`config.mk`:
```
export PLATFORM = sky130hd
export DESIGN_NAME = video_sig_gen
export DESIGN_NICKNAME = d
export VERILOG_FILES = /design/src/rtl/video_sig_gen.sv
export SDC_FILE = /design/constraint.sdc
export NUM_CORES = 1
export LEC_CHECK = 0
export CORE_MARGIN = 4
export CORE_UTILIZATION = 56
export DETAILED_ROUTE_END_ITERATION = 16
export GPL_TIMING_DRIVEN = 0
export PLACE_DENSITY = 0.87
export SLEW_MARGIN = 10
export SYNTH_ARGS = -nofsm -noshare
export SYNTH_HDL_FRONTEND = slang
export SYNTH_SLANG_ARGS = --single-unit
```
`constraint.sdc`:
```
create_clock -name clk_in -period 4.3 [get_ports clk_in]
set_clock_uncertainty 0.15 [all_clocks]
set_input_delay 0.645 -clock clk_in [delete_from_list [all_inputs] [get_ports clk_in]]
set_output_delay 0.645 -clock clk_in [all_outputs]
set_load 0.01 [all_outputs]
```
`src/rtl/video_sig_gen.sv`:
```
// Raster timing generator for the HDMI pixel path.
// Counts pixels/lines and decodes sync, draw and frame strobes.
module video_sig_gen #(
  parameter int ACTIVE_H_PIXELS = 1280,
  parameter int H_FRONT_PORCH   = 110,
  parameter int H_SYNC_WIDTH    = 40,
  parameter int H_BACK_PORCH    = 220,
  parameter int ACTIVE_LINES    = 720,
  parameter int V_FRONT_PORCH   = 5,
  parameter int V_SYNC_WIDTH    = 5,
  parameter int V_BACK_PORCH    = 20,
  parameter int FC_WIDTH        = 6
) (
  input  logic                clk_in,
  input  logic                rst_in,
  output logic [10:0]         hcount_out,
  output logic [9:0]          vcount_out,
  output logic                hs_out,
  output logic                vs_out,
  output logic                ad_out,
  output logic                nf_out,
  output logic [FC_WIDTH-1:0] fc_out
);

  localparam int TOTAL_PIXELS =
    ACTIVE_H_PIXELS + H_FRONT_PORCH +
    H_SYNC_WIDTH + H_BACK_PORCH;
  localparam int TOTAL_LINES =
    ACTIVE_LINES + V_FRONT_PORCH +
    V_SYNC_WIDTH + V_BACK_PORCH;

  localparam int HS_ON_I =
    ACTIVE_H_PIXELS + H_FRONT_PORCH;
  localparam int VS_ON_I =
    ACTIVE_LINES + V_FRONT_PORCH;

  localparam logic [10:0] H_LAST =
    11'(TOTAL_PIXELS - 1);
  localparam logic [9:0]  V_LAST =
    10'(TOTAL_LINES - 1);
  localparam logic [10:0] H_ACT  =
    11'(ACTIVE_H_PIXELS);
  localparam logic [9:0]  V_ACT  =
    10'(ACTIVE_LINES);
  localparam logic [10:0] HS_ON  =
    11'(HS_ON_I);
  localparam logic [10:0] HS_OFF =
    11'(HS_ON_I + H_SYNC_WIDTH);
  localparam logic [9:0]  VS_ON  =
    10'(VS_ON_I);
  localparam logic [9:0]  VS_OFF =
    10'(VS_ON_I + V_SYNC_WIDTH);

  // HOLD: first cycle out of reset presents (0,0) without advancing.
  typedef enum logic {
    ST_HOLD,
    ST_RUN
  } state_t;

  state_t state_q;
  state_t state_d;

  logic [10:0]         h_nxt;
  logic [9:0]          v_nxt;
  logic                hs_d;
  logic                vs_d;
  logic                ad_d;
  logic                nf_d;
  logic [FC_WIDTH-1:0] fc_d;

  // State register: reset parks the generator in HOLD.
  always_ff @(posedge clk_in) begin
    if (!rst_in) begin
      state_q <= ST_HOLD;
    end else begin
      state_q <= state_d;
    end
  end

  // Next counts, next-state and decode of the next position.
  always_comb begin
    state_d = state_q;
    h_nxt   = hcount_out;
    v_nxt   = vcount_out;
    unique case (state_q)
      ST_HOLD: begin
        state_d = ST_RUN;
        h_nxt   = '0;
        v_nxt   = '0;
      end
      ST_RUN: begin
        if (hcount_out == H_LAST) begin
          h_nxt = '0;
          if (vcount_out == V_LAST) begin
            v_nxt = '0;
          end else begin
            v_nxt = vcount_out + 10'd1;
          end
        end else begin
          h_nxt = hcount_out + 11'd1;
        end
      end
      default: begin
        state_d = ST_HOLD;
      end
    endcase
    hs_d = (h_nxt >= HS_ON) && (h_nxt < HS_OFF);
    vs_d = (v_nxt >= VS_ON) && (v_nxt < VS_OFF);
    ad_d = (h_nxt < H_ACT) && (v_nxt < V_ACT);
    nf_d = (h_nxt == H_ACT) && (v_nxt == V_ACT);
    fc_d = nf_out ? fc_out + 1'b1 : fc_out;
  end

  // Output registers, loaded together so decode has no skew.
  always_ff @(posedge clk_in) begin
    if (!rst_in) begin
      hcount_out <= '0;
      vcount_out <= '0;
      hs_out     <= 1'b0;
      vs_out     <= 1'b0;
      ad_out     <= 1'b0;
      nf_out     <= 1'b0;
      fc_out     <= '0;
    end else begin
      hcount_out <= h_nxt;
      vcount_out <= v_nxt;
      hs_out     <= hs_d;
      vs_out     <= vs_d;
      ad_out     <= ad_d;
      nf_out     <= nf_d;
      fc_out     <= fc_d;
    end
  end

endmodule

```
; Word level (Yosys, flattened, before mapping)
; Cells that the tools add are included.
[totals]
register_bits = 32
input_bits = 2
output_inout_bits = 31
elab_cells = 32
[classes]
addsub = 3
n_lt_le_gt_ge = 6
eq_ne = 4
mux = 6
n_bitwise = 1
n_reduce_logical = 4
[ops]
columns = op, count
row1 = $eq A11 B11 Y1 const B, 2
row2 = $lt A11 B11 Y1 const B, 2
row3 = $pmux W11 S2, 1
row4 = $eq A10 B10 Y1 const B, 2
row5 = $lt A10 B10 Y1 const B, 2
row6 = $mux W10, 2
row7 = $pmux W10 S2, 1
row8 = $add A11 B1 Y11 const B, 1
row9 = $ge A11 B11 Y1 const B, 1
row10 = $mux W11, 1
row11 = $add A10 B1 Y10 const B, 1
row12 = $ge A10 B10 Y1 const B, 1
row13 = $add A6 B1 Y6 const B, 1
row14 = $logic_and A1 B1 Y1, 4
row15 = $mux W1, 1
row16 = $not A1 Y1, 1

; Logic depth before layout (Yosys ltp)
[logic_depth]
depth_word = 6
ltp_mapped = 9
depth_no_buf = 8

; Worst setup path after synthesis
; OpenSTA, ideal clock, no wires.
[synth_path]
kind = reg2reg
from = register hcount_out[2]
to = register ad_out
setup_ns = 0.131
arrival_time_ns = 2.411
required_time_ns = 4.019
setup_slack_ns = 1.608
path_stages_with_launch = 8
n_path_buf = 1
synth_period_minus_slack_ns = 2.692
path_cell_list = dfxtp_1 buf_6 or4b_4 or3_4 or4_4 and2_1 o311ai_0 a31oi_1
[synth_via]
elab_chain_len = 5
elab_cells_between_ends = 9
classes_between = add/sub: 1 / order compare: 2 / eq/ne: 1 / mux: 4 / reduce/logical: 1
[synth_lines]
columns = item, line_no
row1 = from (decl), 16  ; output logic [10:0] hcount_out,
row2 = from (signal assigned), 125  ; hcount_out <= h_nxt;
row3 = $add A11 B1 Y11 or $eq A11 B11 Y1 (tied branches), "100, 92"
row4 = $mux W11 or $mux W10 (tied branches), 92  ; if (hcount_out == H_LAST) begin
row5 = $pmux W11 S2 or $pmux W10 S2 (tied branches), 85  ; unique case (state_q)
row6 = $lt A11 B11 Y1 or $lt A10 B10 Y1 (tied branches), 109  ; ad_d = (h_nxt < H_ACT) && (v_nxt < V_ACT);
row7 = $logic_and A1 B1 Y1 *, 109
row8 = to (signal assigned), 121  ; ad_out <= 1'b0;
row9 = to (signal assigned), 129  ; ad_out <= ad_d;
row10 = to (decl), 20  ; output logic ad_out,
; Every way passes the cells marked *; elsewhere a longest branch is shown, timed or not.
; A chain may end at the register's enable or synchronous reset.

; Worst setup path after layout
[layout_path]
from = register hcount_out[6]
to = register nf_out
[layout_via]
elab_chain_len = 5
elab_cells_between_ends = 9
classes_between = add/sub: 1 / eq/ne: 3 / mux: 4 / reduce/logical: 1
[layout_lines]
columns = item, line_no
row1 = $add A11 B1 Y11 or $eq A11 B11 Y1 (tied branches), "100, 92"
row2 = $mux W11 or $mux W10 (tied branches), 92
row3 = $pmux W11 S2 or $pmux W10 S2 (tied branches), 85
row4 = $eq A11 B11 Y1 or $eq A10 B10 Y1 (tied branches), 110  ; nf_d = (h_nxt == H_ACT) && (v_nxt == V_ACT);
row5 = $logic_and A1 B1 Y1 *, 110
row6 = to (signal assigned), 130  ; nf_out <= nf_d;
row7 = to (decl), 21  ; output logic nf_out,
; Marks and branches as above.

==> flow_summary_export.csv <==
group,metric,value,unit
routing,drt_first_iter_violations,125,
clocking,cts-root-buf,"clkbuf_4",
clocking,cts-hold-fix-buffers,0,
place,io_buffers,32,
place,routabilityCongestion,0.910,
min_path,hold_path.class,"register to register",
floorplanning,row_count,20,
clocking,tritoncts,"built",
floorplanning,die_h,65.4,um
routing,drt-total-wl,4130,um
setup_path,end_kind,"register",
power_and_ir_drop,power_density,248,nW/um^2
setup_path,critPathMaxFanout,8,
yosys,ys_async_sr_fraction,0,%
timing,timing.hold.ws,0.343,ns
yosys,yosysWarnings,0,
routing,vias_per_cell,5.68,
power_and_ir_drop,leakage,0.790,nW
floorplanning,core_area,3100,um^2
global_route,grt_pass1_vias,1619,
timing,fmax,348,MHz
clocking,cts_made_buffers,5,
global_route,grt_pass1_wl,7280,um
setup_path,startpoint,"hcount_out[6]$_SDFF_PN0_",
clocking,clkTransAtPathRegs,0.09,ns
setup_path,r2r_start,"hcount_out[6]$_SDFF_PN0_",
power_and_ir_drop,p_int,0.459,mW
floorplanning,dieArea,4280,um^2
yosys,synth_area_leaders,"dfxtp_1 (35%), xnor2_1 (7.6%), nor2_1 (6.1%)",
yosys,synth_top_cell_area_share,34.7,%
outcome,outcome,"finished clean",
clocking,clk_latency,0.33,ns
routing,dr.pass1.iters,4,
power_and_ir_drop,total_power,0.574,mW
min_path,hp-start,"fc_out[5]$_SDFFE_PN0P_",
yosys,synthCells,224,
setup_path,path_class,"register to register",
floorplanning,fp.dieW,65.4,um
power_and_ir_drop,p_sw,0.115,mW
yosys,synth_edf_count,0,
global_route,antenna_found_initial,0,
min_path,hold_depth,2,
timing,setup_tns,0,ns
power_and_ir_drop,power_frac_seq,52.4,%
setup_path,critPathRequiredTime,4.39,ns
routing,ant_nets,0,
yosys,syn-num-nets,231,
power_and_ir_drop,combPwrFrac,3.0,%
timing,period_needed,2.87,ns
layout,fin_area,2320,um^2
yosys,synth_top_cell_by_area,"dfxtp_1",
timing,worst_slew_pin_slew,0.813,ns
routing,via_count,1748,
timing,slew_viol_final,0,
layout,final_nets,270,
global_route,grt_max_degree,11,
global_route,overflow,0,
place,post-dp-hpwl,3030,um
yosys,ys.flop_type,"dfxtp_1",
timing,hold_viol_final,0,
place,place_area,2220,um^2
layout,layout-drive-gt1-share,8.33,%
layout,antenna_cells,0,
layout,seqCellArea,641,um^2
floorplanning,initial_utilization,59.5,%
clocking,cts_resized,0,
clocking,clockBufferDepth,2,
timing,max_slew_margin,45.4,%
setup_path,cp.arrival,2.96,ns
power_and_ir_drop,power.share.clock,44.6,%
routing,wl_per_cell,13.4,um
yosys,syn_avg_cell_area,8.24,um^2
yosys,seq_area_frac_synth,34.7,%
setup_path,cp-start-kind,"register",
clocking,post_cts_buffers,0,
clocking,cts_sinks,32,
power_and_ir_drop,p_sw_share,20.0,%
setup_path,ff2ff_path_depth,7,
floorplanning,io_pins,33,
timing,final-setup-viol-count,0,
yosys,synth_cell_types,50,
layout,syn_to_final_growth,25.5,%
flow_run,maxCapViolations,0,
yosys,synth_area,1850,um^2
timing,period_share,66.8,%
routing,drcViolationCount,0,
layout,utilization,74.7,%
layout,multiInputGateArea,1130,um^2
clocking,htreeDepth,2,
layout,fillCellCount,247,
global_route,grt_usage,21.2,%
power_and_ir_drop,peakVddDrop,135,uV
yosys,ys_ff_latch,32,
timing,rsz0062_at_grt,"no",
## synthesized netlist by cell type, types with 3 or more instances
master     n
dfxtp_1   32
nor2b_1    3
o22ai_1    3
clkbuf_1  11
nand2_1   17
a21oi_1    6
ha_1       5
nor2_1    30
xor2_1     5
a21o_1     4
and4_1     3
xnor2_1   16
nand3_1   10
nor3_1     9
inv_1      5
nand4_1    9
and3_1     3
o21ai_0    4
and2_1     5
a21boi_0   3
a31oi_1    4
## kinds of logic after synthesis
family | Yosys count | synth area share, %
compound gates | 37 | 13.8
flops | 32 | 34.7
mux | 4 | 2.30
fa+ha+maj | 5 | 3.39
buf+inv | 18 | 4.13
xor+xnor | 21 | 9.96
simple gates | 107 | 31.7
## flip-flops by register name, summed over array words and instances, names as in the netlist
name and flops:
hcount_out 11, vcount_out 10, fc_out 6, ad_out 1, hs_out 1, nf_out 1, state_q 1, vs_out 1
## power by group through the flow
| stage | registers [mW] | logic, mW | clock network (mW) |
|---|---|---|---|
| after global routing | 0.301 | 0.0186 | 0.282 |
| after global placement | 0.307 | 0.0169 | 0 |
| final | 0.301 | 0.0170 | 0.256 |
| after detailed placement | 0.307 | 0.0169 | 0 |
| after floorplan | 0.308 | 0.00885 | 0 |
| after CTS | 0.301 | 0.0169 | 0.261 |
## through the flow
step / setup slack, ns / cells
3_5_place_dp: 1.55 / 300
4_1_cts: 1.50 / 308
5_1_grt: 1.31 / 308
2_1_floorplan: 1.61 / 224
3_3_place_gp: 1.56 / 300
6_report: 1.43 / 308
## cell type report
| class | instances | area share (%) |
|---|---|---|
| Multi-Input combinational cell | 174 | 48.8 |
| Sequential cell | 32 | 27.6 |
| Timing Repair Buffer | 32 | 13.8 |
| Clock buffer | 7 | 2.81 |
| Buffer | 13 | 2.48 |
| Tap cell | 44 | 2.38 |
| Clock inverter | 1 | 1.30 |
| Inverter | 5 | 0.810 |
## per-layer routing
| metal | routed length [um] | global-route usage, % | vias to the layer above |
|---|---|---|---|
| met5 | 0 | 0 | - |
| met3 | 306 | 5.30 | 4 |
| met4 | 38 | 8.03 | 0 |
| met2 | 1790 | 31.4 | 82 |
| li1 | - | - | 881 |
| met1 | 2000 | 29.6 | 781 |
## worst max-delay path: stages, from the launching register on
cell and delay (ns):
dfxtp_1 0.33, buf_2 0.19, or4b_4 0.50, nor3_1 0.64, nand2_1 0.22, o22ai_1 0.28
nand4_2 0.18, nor4b_2 0.29
## layout by cell type, fill, tap and decap left out, types with 3 or more instances in the layout
master / instances
and2_1: 5
xnor2_1: 16
a21boi_0: 3
o22ai_1: 3
a21o_1: 4
inv_1: 5
nand3_1: 10
ha_1: 5
nand2_1: 17
and3_1: 3
xor2_1: 5
a21oi_1: 6
clkbuf_1: 11
clkbuf_4: 5
dfxtp_1: 32
clkdlybuf4s50_1: 32
nor2b_1: 3
a31oi_1: 4
nor3_1: 9
nor2_1: 30
o21ai_0: 4
nand4_1: 9
and4_1: 3
## path summary, 6_finish.rpt
path / to / slack [ns]
worst min register to register: fc_out[5]$_SDFFE_PN0P_ / 0.34
worst max register to register: nf_out$_SDFF_PN0_ / 1.43
worst min-delay path: fc_out[5]$_SDFFE_PN0P_ / 0.34
worst max-delay path: nf_out$_SDFF_PN0_ / 1.43
Power figures use the tool's default switching activity.
